==> config.mk <==
export PLATFORM = sky130hd
export DESIGN_NAME = ddr3_frame_reader
export DESIGN_NICKNAME = d
export VERILOG_FILES = /design/src/rtl/ddr3_frame_pkg.sv /design/src/rtl/ddr3_frame_reader_credit.sv /design/src/rtl/ddr3_frame_reader.sv
export SDC_FILE = /design/constraint.sdc
export NUM_CORES = 1
export LEC_CHECK = 0
export CAP_MARGIN = 20
export CORE_MARGIN = 2
export CORE_UTILIZATION = 53
export CTS_CLUSTER_SIZE = 30
export DETAILED_ROUTE_END_ITERATION = 7
export PLACE_DENSITY = 0.92
export SYNTH_ARGS = -nofsm -noshare
export SYNTH_HDL_FRONTEND = slang
export SYNTH_SLANG_ARGS = --single-unit
==> constraint.sdc <==
create_clock -name ddr3_clk -period 9.01 [get_ports ddr3_clk]
set_input_delay 1.802 -clock ddr3_clk [delete_from_list [all_inputs] [get_ports ddr3_clk]]
set_output_delay 1.802 -clock ddr3_clk [all_outputs]
set_load 0.02 [all_outputs]
==> src/rtl/ddr3_frame_pkg.sv <==
// Shared types and defaults for the DDR3 ping-pong frame reader.
package ddr3_frame_pkg;

    typedef enum logic [1:0] {
        ST_IDLE,
        ST_ISSUE,
        ST_DRAIN,
        ST_CLEAR
    } state_t;

    localparam int DDR3_ADDR_W         = 26;
    localparam int DEFAULT_DATA_W      = 64;
    localparam int DEFAULT_BURST_LEN   = 16;
    localparam int DEFAULT_FRAME_WORDS = 153600;
    localparam int DEFAULT_FIFO_DEPTH  = 512;

    // Word counters must be able to hold FRAME_WORDS itself.
    function automatic int cnt_w(input int words);
        return $clog2(words) + 1;
    endfunction

endpackage

==> src/rtl/ddr3_frame_reader_credit.sv <==
// Issued/received word counters and the downstream FIFO space check for burst issue.
module ddr3_burst_credit
    import ddr3_frame_pkg::*;
#(
    parameter int BURST_LEN   = DEFAULT_BURST_LEN,
    parameter int FRAME_WORDS = DEFAULT_FRAME_WORDS,
    parameter int FIFO_DEPTH  = DEFAULT_FIFO_DEPTH
) (
    input  logic                             clk,
    input  logic                             rst,
    input  logic                             start,
    input  logic                             accept,
    input  logic                             recv,
    input  logic [$clog2(FIFO_DEPTH):0]      fifo_used,
    output logic [cnt_w(FRAME_WORDS)-1:0]    issued_words,
    output logic [cnt_w(FRAME_WORDS)-1:0]    recv_words,
    output logic                             credit_ok,
    output logic                             last_burst,
    output logic                             first_word,
    output logic                             last_word
);

    localparam int CNT_W = cnt_w(FRAME_WORDS);

    logic [31:0] need;

    always_ff @(posedge clk) begin
        if (rst || start) begin
            issued_words <= '0;
            recv_words   <= '0;
        end else begin
            if (accept)
                issued_words <= issued_words + CNT_W'(BURST_LEN);
            if (recv)
                recv_words <= recv_words + CNT_W'(1);
        end
    end

    // Words in flight plus FIFO fill plus the next burst must fit in the FIFO.
    assign need = 32'(issued_words) - 32'(recv_words) + 32'(fifo_used) + 32'(BURST_LEN);
    assign credit_ok  = (need <= 32'(FIFO_DEPTH));
    assign last_burst = (issued_words == CNT_W'(FRAME_WORDS - BURST_LEN));
    assign first_word = (recv_words == '0);
    assign last_word  = (recv_words == CNT_W'(FRAME_WORDS - 1));

endmodule

==> src/rtl/ddr3_frame_reader.sv <==
// Ping-pong frame fetcher: reads a full DDR3 buffer in bursts, streams it to the pixel FIFO, then releases it.
module ddr3_frame_reader
    import ddr3_frame_pkg::*;
#(
    parameter int DATA_W      = DEFAULT_DATA_W,
    parameter int BURST_LEN   = DEFAULT_BURST_LEN,
    parameter int FRAME_WORDS = DEFAULT_FRAME_WORDS,
    parameter int FIFO_DEPTH  = DEFAULT_FIFO_DEPTH
) (
    input  logic                         ddr3_clk,
    input  logic                         ddr3_reset,
    input  logic                         ddr3_rd_buffer0_empty,
    input  logic                         ddr3_rd_buffer1_empty,
    input  logic [DDR3_ADDR_W-1:0]       ddr3_buffer0_offset,
    input  logic [DDR3_ADDR_W-1:0]       ddr3_buffer1_offset,
    output logic                         clear_buffer0,
    output logic                         clear_buffer1,
    output logic [DDR3_ADDR_W-1:0]       avm_address,
    output logic                         avm_read,
    output logic [$clog2(BURST_LEN):0]   avm_burstcount,
    input  logic                         avm_waitrequest,
    input  logic [DATA_W-1:0]            avm_readdata,
    input  logic                         avm_readdatavalid,
    input  logic [$clog2(FIFO_DEPTH):0]  fifo_used,
    output logic [DATA_W-1:0]            pix_data,
    output logic                         pix_valid,
    output logic                         pix_sof,
    output logic                         busy
);

    localparam int CNT_W = cnt_w(FRAME_WORDS);
    localparam int BC_W  = $clog2(BURST_LEN) + 1;

    state_t                   state;
    state_t                   state_next;
    logic                     sel;
    logic                     next_buf;
    logic                     idle_hold;
    logic                     pick;
    logic                     do_select;
    logic [DDR3_ADDR_W-1:0]   base;
    logic [1:0]               empty;
    logic                     accept;
    logic                     raise;
    logic [CNT_W-1:0]         issued_words;
    logic [CNT_W-1:0]         recv_words;
    logic                     credit_ok;
    logic                     last_burst;
    logic                     first_word;
    logic                     last_word;

    assign empty          = {ddr3_rd_buffer1_empty, ddr3_rd_buffer0_empty};
    assign accept         = avm_read && !avm_waitrequest;
    assign raise          = (state == ST_ISSUE) && !avm_read && credit_ok;
    assign avm_burstcount = BC_W'(BURST_LEN);

    ddr3_burst_credit #(
        .BURST_LEN   (BURST_LEN),
        .FRAME_WORDS (FRAME_WORDS),
        .FIFO_DEPTH  (FIFO_DEPTH)
    ) u_credit (
        .clk          (ddr3_clk),
        .rst          (ddr3_reset),
        .start        (do_select),
        .accept       (accept),
        .recv         (pix_valid),
        .fifo_used    (fifo_used),
        .issued_words (issued_words),
        .recv_words   (recv_words),
        .credit_ok    (credit_ok),
        .last_burst   (last_burst),
        .first_word   (first_word),
        .last_word    (last_word)
    );

    always_ff @(posedge ddr3_clk) begin
        if (ddr3_reset)
            state <= ST_IDLE;
        else
            state <= state_next;
    end

    always_comb begin
        state_next = state;
        do_select  = 1'b0;
        pick       = next_buf;
        case (state)
            ST_IDLE: begin
                // idle_hold skips the first IDLE cycle so a stale empty flag is not acted on.
                if (!idle_hold) begin
                    if (!empty[next_buf]) begin
                        pick      = next_buf;
                        do_select = 1'b1;
                    end else if (!empty[~next_buf]) begin
                        pick      = ~next_buf;
                        do_select = 1'b1;
                    end
                end
                if (do_select)
                    state_next = ST_ISSUE;
            end
            ST_ISSUE: if (accept && last_burst) state_next = ST_DRAIN;
            ST_DRAIN: if (pix_valid && last_word) state_next = ST_CLEAR;
            ST_CLEAR: state_next = ST_IDLE;
            default:  state_next = ST_IDLE;
        endcase
    end

    always_ff @(posedge ddr3_clk) begin
        if (ddr3_reset) begin
            sel         <= 1'b0;
            next_buf    <= 1'b0;
            idle_hold   <= 1'b0;
            base        <= '0;
            busy        <= 1'b0;
            avm_read    <= 1'b0;
            avm_address <= '0;
        end else begin
            idle_hold <= 1'b0;
            if (do_select) begin
                sel  <= pick;
                base <= pick ? ddr3_buffer1_offset : ddr3_buffer0_offset;
                busy <= 1'b1;
            end
            // A raised request is held unchanged until the slave accepts it.
            if (raise) begin
                avm_read    <= 1'b1;
                avm_address <= base + DDR3_ADDR_W'(issued_words);
            end else if (accept) begin
                avm_read <= 1'b0;
            end
            if (state == ST_CLEAR) begin
                next_buf  <= ~sel;
                busy      <= 1'b0;
                idle_hold <= 1'b1;
            end
        end
    end

    always_ff @(posedge ddr3_clk) begin
        if (ddr3_reset) begin
            pix_valid <= 1'b0;
            pix_data  <= '0;
        end else begin
            pix_valid <= avm_readdatavalid && ((state == ST_ISSUE) || (state == ST_DRAIN));
            if (avm_readdatavalid)
                pix_data <= avm_readdata;
        end
    end

    assign pix_sof       = pix_valid && first_word;
    assign clear_buffer0 = (state == ST_CLEAR) && !sel;
    assign clear_buffer1 = (state == ST_CLEAR) && sel;

endmodule

==> impl_metrics.py, run 1 <==
metrics = {
    "setup_path": {
        "crit_type": "in -> reg",
        "slowest_stage": "o41ai_1",
        "cpPeakStageDelay_ns": 0.61,
        "r2r_cells": 19,
        "cp-end-kind": "register",
        "startpoint_type": "input port",
        "reg2reg_to": "avm_address[24]$_SDFFE_PP0P_",
        "r2r_slack_ns": 3.84,
        "regToRegStartpoint": "u_credit.recv_words[4]$_SDFFE_PP0P_",
        "crit_required_ns": 9.31,
        "cp.arrival_ns": 5.89,
        "critPathMaxFanout": 7,
        "cp_common_cell": "ha_1",
        "path_cells": "clkdlybuf4s50_1, ha_1, ha_1, a21o_1, a211oi_1, nor4b_1, o41ai_1, nand3b_1, mux2i_1, a2bb2oi_1, a311o_1, a211oi_4, mux2_1",
    },
    "cts": {
        "cts.sinks": 158,
        "post-cts-setup-buffers": 0,
        "postCtsResizedCells": 0,
        "ctsHoldBuffers": 0,
        "clkLatencyLatePin_ns": 0.42,
        "cts_tree": "yes",
        "cts_inserted_buffers": 17,
        "clk_path_buf_depth": 2,
        "clk_pin_slew_worst_paths_ns": 0.07,
        "htree_levels": 4,
        "ctsRootBufferMaster": "clkbuf_16",
    },
    "detailed_routing": {
        "avgViaCountPerCell": 5.50,
        "drc": 0,
        "drt_wl_total_um": 23300,
        "first_iter_violations": 462,
        "ant_nets": 0,
        "drt_first_pass_iters": 5,
        "wire_per_inst_um": 16.1,
        "dr_total_vias": 7926,
    },
    "floorplan": {
        "start_util": 0.539,
        "rows": 47,
        "die-area_um2": 17900,
        "die_width_um": 134,
        "pin_count": 233,
        "die_y_um": 134,
        "core_area_um2": 16500,
    },
    "yosys": {
        "synth_cells": 1003,
        "ys_async_sr_fraction": 0,
        "yosysSeqAreaShare": 0.355,
        "synth_seq_cells": 158,
        "synth_commonest_cells": "nor2_1 (174), dfxtp_1 (158), mux2i_1 (101), ha_1 (57), xnor2_1 (43)",
        "avgSynthCellArea_um2": 8.88,
        "synth_top_area_share": 0.355,
        "synth.area.top_cells": "dfxtp_1 (36%), mux2i_1 (11%), ha_1 (8.0%)",
        "synth_warnings": 0,
        "synthMostInstantiatedCell": "nor2_1",
        "yosysTopAreaCell": "dfxtp_1",
        "syn_area_um2": 8900,
        "synth_edf_count": 0,
        "ys.flop_type": "dfxtp_1",
        "synth_cell_types": 65,
    },
    "worst_hold_path": {
        "min_to": "avm_address[0]$_SDFFE_PP0P_",
        "holdCritStartpoint": "base[0]$_SDFFE_PP0P_",
        "min_path_type": "reg -> reg",
        "whs_path_depth": 2,
    },
    "timing": {
        "setup_viol": 0,
        "whs_ns": 0.478,
        "rsz0062_at_grt": "no",
        "timing.fmax_mhz": 179,
        "finClkSkew_ns": 0.0166,
        "report.final.slew_viol_count": 0,
        "setup_tns_ns": 0,
        "slew_headroom": 0.290,
        "period_share": 0.621,
        "worst_pin_slew_ns": 1.06,
        "hold_viol_final": 0,
        "period_minus_slack_ns": 5.59,
        "worst_slack_ns": 3.42,
    },
    "global_route": {
        "grt_pass1_wl_um": 38200,
        "grt_max_degree": 98,
        "antenna_found_initial": 0,
        "grt_pass1_vias": 8086,
        "globalRouteTotalUtil": 0.265,
        "grt_overflow": 0,
    },
    "power_and_ir_drop": {
        "powerDensity_nw_per_um2": 197,
        "power_mw": 2.34,
        "irDropWorstVdd_mv": 0.173,
        "p_leak_nw": 5.00,
    },
    "place": {
        "preCtsSetupSlack_ns": 2.87,
        "hpwl_um": 17000,
        "place.port_buffers": 227,
        "gp_congestion": 0.877,
        "dp.cells": 1409,
    },
    "flow_run": {
        "max_cap_viol_count": 0,
    },
    "cells_and_area": {
        "diodes": 0,
        "num-nets-final": 1400,
        "syn2layout_area_growth_pct": 33.6,
        "fin_cells": 1442,
        "layout-drive-gt1-share": 0.0548,
    },
    "status": {
        "outcome": "finished clean",
    },
}
==> how the worst max path moves through the flow <==
stage,startpoint,depth (start not counted),endpoint
6_report,fifo_used[2],13,avm_address[24]$_SDFFE_PP0P_
5_1_grt,fifo_used[2],13,avm_address[24]$_SDFFE_PP0P_
4_1_cts,fifo_used[2],13,avm_address[12]$_SDFFE_PP0P_
3_5_place_dp,fifo_used[2],13,avm_address[12]$_SDFFE_PP0P_
3_3_place_gp,fifo_used[2],13,avm_address[21]$_SDFFE_PP0P_
2_1_floorplan,fifo_used[2],13,avm_address[10]$_SDFFE_PP0P_
==> state kept, by name, summed over array words and instances (netlist names) <==
name                   count
pix_data                  64
u_credit.recv_words       19
idle_hold                  1
avm_address               26
busy                       1
pix_valid                  1
state                      2
u_credit.issued_words     15
sel                        1
base                      26
avm_read                   1
next_buf                   1
==> worst max-delay path, delay by kind of cell <==
family | cells | cell delay [ns]
adders and majority gates | 2 | 0.61
muxes | 2 | 0.62
and+or+nand+nor | 2 | 0.37
buffers and inverters | 1 | 0.40
AOI/OAI and AO/OA | 6 | 2.08
==> area by class of cell <==
cell class | count | area (um2)
well taps | 220 | 275
flip-flops and latches | 158 | 3160
inverters | 40 | 150
clock buffers | 23 | 488
multi-input cells | 761 | 5400
fillers | 1143 | 4630
repair buffers | 231 | 2320
clock inverters | 9 | 98.8
==> routing by layer <==
metal | GRT usage | vias to the layer above | part of all wire | routed length, um
met5 | 0 | - | 0 | 0
met4 | 0.118 | 0 | 0.030 | 704
met3 | 0.0696 | 55 | 0.067 | 1570
met2 | 0.481 | 266 | 0.51 | 11900
met1 | 0.288 | 3706 | 0.39 | 9140
li1 | - | 3899 | - | -
==> power breakdown <==
group	switching, mW	leakage [nW]	internal [mW]
Clock	0.296	0.279	0.414
Sequential	0.0646	1.29	0.788
Combinational	0.413	3.42	0.365
==> layout by cell type (no fill, tap or decap), types with 3 or more instances in the layout <==
cell type / n
a211o_1: 4
a211oi_1: 30
a21o_1: 17
a21oi_1: 32
and2_1: 6
and3_1: 14
buf_4: 5
clkbuf_16: 17
clkbuf_8: 4
clkdlybuf4s50_1: 225
clkinvlp_4: 3
conb_1: 5
dfxtp_1: 158
ha_1: 57
inv_1: 40
mux2_4: 18
mux2i_1: 101
nand2_1: 35
nand2b_1: 22
nand3_1: 29
nand4_1: 9
nor2_1: 174
nor2b_1: 28
nor3_1: 19
nor4_1: 3
nor4b_1: 3
o2111ai_1: 3
o21ai_0: 22
o21ai_1: 3
o311ai_0: 3
o41ai_1: 3
or2_2: 4
or3_1: 10
xnor2_1: 43
xor2_1: 24
==> stage by stage <==
step                      cell area [um2]  utilization
after floorplan                      8910            -
after global placement              11300        0.683
after detailed placement            11300        0.683
after CTS                           11900        0.718
after global routing                11900        0.720
final                               11900        0.720
==> cells by family (layout without fill, tap and decap cells) <==
logic type                 count (synthesis)  count (layout)  synth area share
AOI/OAI and AO/OA                        141             141             0.108
buffers and inverters                     87             303            0.0408
muxes                                    121             121             0.146
adders and majority gates                 59              59            0.0846
DFF                                      158             158             0.355
other                                      2               5          0.000843
and+or+nand+nor                          368             368             0.198
xor gates and xnor gates                  67              67            0.0659
(Power assumes the default switching activity.)
==> run 2, diff against run 1 <==
--- a/config.mk
+++ b/config.mk
@@ -7,10 +7,10 @@
 export LEC_CHECK = 0
 export CAP_MARGIN = 20
 export CORE_MARGIN = 2
-export CORE_UTILIZATION = 53
+export CORE_UTILIZATION = 50
 export CTS_CLUSTER_SIZE = 30
 export DETAILED_ROUTE_END_ITERATION = 7
-export PLACE_DENSITY = 0.92
+export PLACE_DENSITY = 0.88
 export SYNTH_ARGS = -nofsm -noshare
 export SYNTH_HDL_FRONTEND = slang
 export SYNTH_SLANG_ARGS = --single-unit
==> constraint.sdc (replaced) <==
create_clock -name ddr3_clk -period 5.8 [get_ports ddr3_clk]
set_input_delay 1.16 -clock ddr3_clk [delete_from_list [all_inputs] [get_ports ddr3_clk]]
set_output_delay 1.16 -clock ddr3_clk [all_outputs]
set_load 0.02 [all_outputs]
==> impl_metrics.py, run 2 (same netlist as run 1, synthesis figures left out) <==
metrics = {
    "cells_and_area": {
        "multi_input_area_um2": 5400,
        "fin_area_um2": 11900,
        "mostFrequentLayoutCells": "clkdlybuf4s50_1 (225), nor2_1 (174), dfxtp_1 (158)",
        "diodes": 0,
        "syn2layout_area_growth_pct": 33.6,
        "top_register": "pix_data",
        "layout-drive-gt1-share": 0.0556,
        "largestRegisters": "pix_data: 64 flops, avm_address: 26 flops, base: 26 flops",
        "final_util": 0.685,
        "fillers": 1329,
        "seq_area_um2": 3160,
        "fin_cells": 1447,
        "final_common_cell": "clkdlybuf4s50_1",
        "num-nets-final": 1400,
        "largest_reg_flops": 64,
    },
    "timing": {
        "worst_pin_slew_ns": 1.05,
        "rsz0062_at_grt": "no",
        "period_minus_slack_ns": 5.01,
        "hold_viol_final": 0,
        "setup_tns_ns": 0,
        "setup_viol": 0,
        "slew_headroom": 0.303,
        "timing.fmax_mhz": 200,
        "finClkSkew_ns": 0.0116,
        "period_share": 0.863,
        "report.final.slew_viol_count": 0,
    },
    "flow_run": {
        "max_cap_viol_count": 0,
    },
    "cts": {
        "ctsRootBufferMaster": "clkbuf_16",
        "postCtsResizedCells": 0,
        "cts_tree": "yes",
        "htree_levels": 4,
        "ctsHoldBuffers": 0,
        "clkLatencyLatePin_ns": 0.43,
        "cts.sinks": 158,
        "clk_path_buf_depth": 2,
        "post-cts-setup-buffers": 0,
        "cts_inserted_buffers": 17,
        "clk_pin_slew_worst_paths_ns": 0.06,
    },
    "detailed_routing": {
        "first_iter_violations": 460,
        "dr_total_vias": 7730,
        "drt_first_pass_iters": 4,
        "ant_nets": 0,
        "avgViaCountPerCell": 5.34,
        "drc": 0,
        "wire_per_inst_um": 15.4,
        "drt_wl_total_um": 22300,
    },
    "place": {
        "hpwl_um": 16600,
        "gp_congestion": 0.909,
        "placed_cell_area_um2": 11300,
        "dp.cells": 1415,
        "place.port_buffers": 227,
    },
    "global_route": {
        "grt_overflow": 0,
        "antenna_found_initial": 0,
        "grt_pass1_vias": 7717,
        "grt_pass1_wl_um": 36700,
        "grt_max_degree": 82,
        "globalRouteTotalUtil": 0.244,
    },
    "floorplan": {
        "core_area_um2": 17400,
        "die_y_um": 137,
        "start_util": 0.513,
        "rows": 48,
        "die-area_um2": 18900,
        "die_width_um": 137,
        "pin_count": 233,
    },
    "setup_path": {
        "cp.arrival_ns": 5.31,
        "path_cells": "inv_1, ha_1, and4bb_1, o21ai_0, nand2b_1, a21o_1, a21oi_1, xnor2_1, ha_1, ha_1, a21oi_1, o21ai_0, o41ai_1, nand3b_1, mux2i_1, a2bb2oi_1, a311o_1, a211oi_4, mux2_1",
        "crit_type": "reg -> reg",
        "r2r_slack_ns": 0.79,
        "slowest_stage": "o41ai_1",
        "critPathMaxFanout": 7,
        "cp_common_cell": "ha_1",
        "cp-end-kind": "register",
        "startpoint_type": "register",
        "startpoint": "u_credit.recv_words[4]$_SDFFE_PP0P_",
        "regToRegStartpoint": "u_credit.recv_words[4]$_SDFFE_PP0P_",
        "crit_required_ns": 6.10,
        "cpPeakStageDelay_ns": 0.53,
    },
    "status": {
        "outcome": "finished clean",
    },
    "power_and_ir_drop": {
        "power_mw": 3.65,
        "p_leak_nw": 4.99,
        "powerDensity_nw_per_um2": 307,
        "irDropWorstVdd_mv": 0.248,
    },
    "worst_hold_path": {
        "holdCritStartpoint": "avm_address[16]$_SDFFE_PP0P_",
        "min_path_type": "reg -> reg",
    },
}
[run 2: cell count changes in the layout (fill, tap and decap cells not counted), sizes merged]
cell / before / now
inv: 43 / 49
clkbuf: 23 / 18
clkinv: 2 / 0
bufinv: 1 / 2
[run 2: final cells by class]
type	count	share of cell area
clock buffer	18	0.0361
clock inverter	14	0.0144
inverter	40	0.0126
multi-input combinational	761	0.454
sequential	158	0.266
tap	225	0.0237
timing repair buffer	231	0.193
[run 2: report_power, final]
group	switching [mW]	leakage, nW	internal [mW]	total [mW]
sequential	0.0954	1.29	1.22	1.32
combinational	0.632	3.41	0.555	1.19
clock	0.494	0.286	0.653	1.15
total	1.22	4.99	2.43	3.65
[run 2: layer usage]
layer | up-vias | GRT usage | wire length [um]
li1 | 3897 | - | -
met1 | 3571 | 0.277 | 9070
met2 | 228 | 0.436 | 11200
met3 | 34 | 0.0684 | 1590
met4 | 0 | 0.0876 | 498
met5 | - | 0 | 0
[run 2: final timing paths]
kind,to,depth (start not counted)
max,avm_address[24]$_SDFFE_PP0P_,19
min,avm_address[16]$_SDFFE_PP0P_,2
max reg2reg,avm_address[24]$_SDFFE_PP0P_,19
min reg2reg,avm_address[16]$_SDFFE_PP0P_,2
[run 2: worst max-delay path, delay by kind of cell, from the launching register on]
kind | cells | cell delay [ns]
adders and majority gates | 3 | 0.95
DFF | 1 | 0.37
AOI/OAI and AO/OA | 9 | 2.19
xor gates and xnor gates | 1 | 0.14
buffers and inverters | 1 | 0.10
and+or+nand+nor | 3 | 0.56
muxes | 2 | 0.57
[run 2: through the flow]
stage          hold slack [ns]  setup slack (ns)
2_1_floorplan            0.453              1.39
3_3_place_gp             0.459             0.611
3_5_place_dp             0.472             0.581
4_1_cts                  0.483             0.812
5_1_grt                  0.503             0.480
6_report                 0.478             0.793
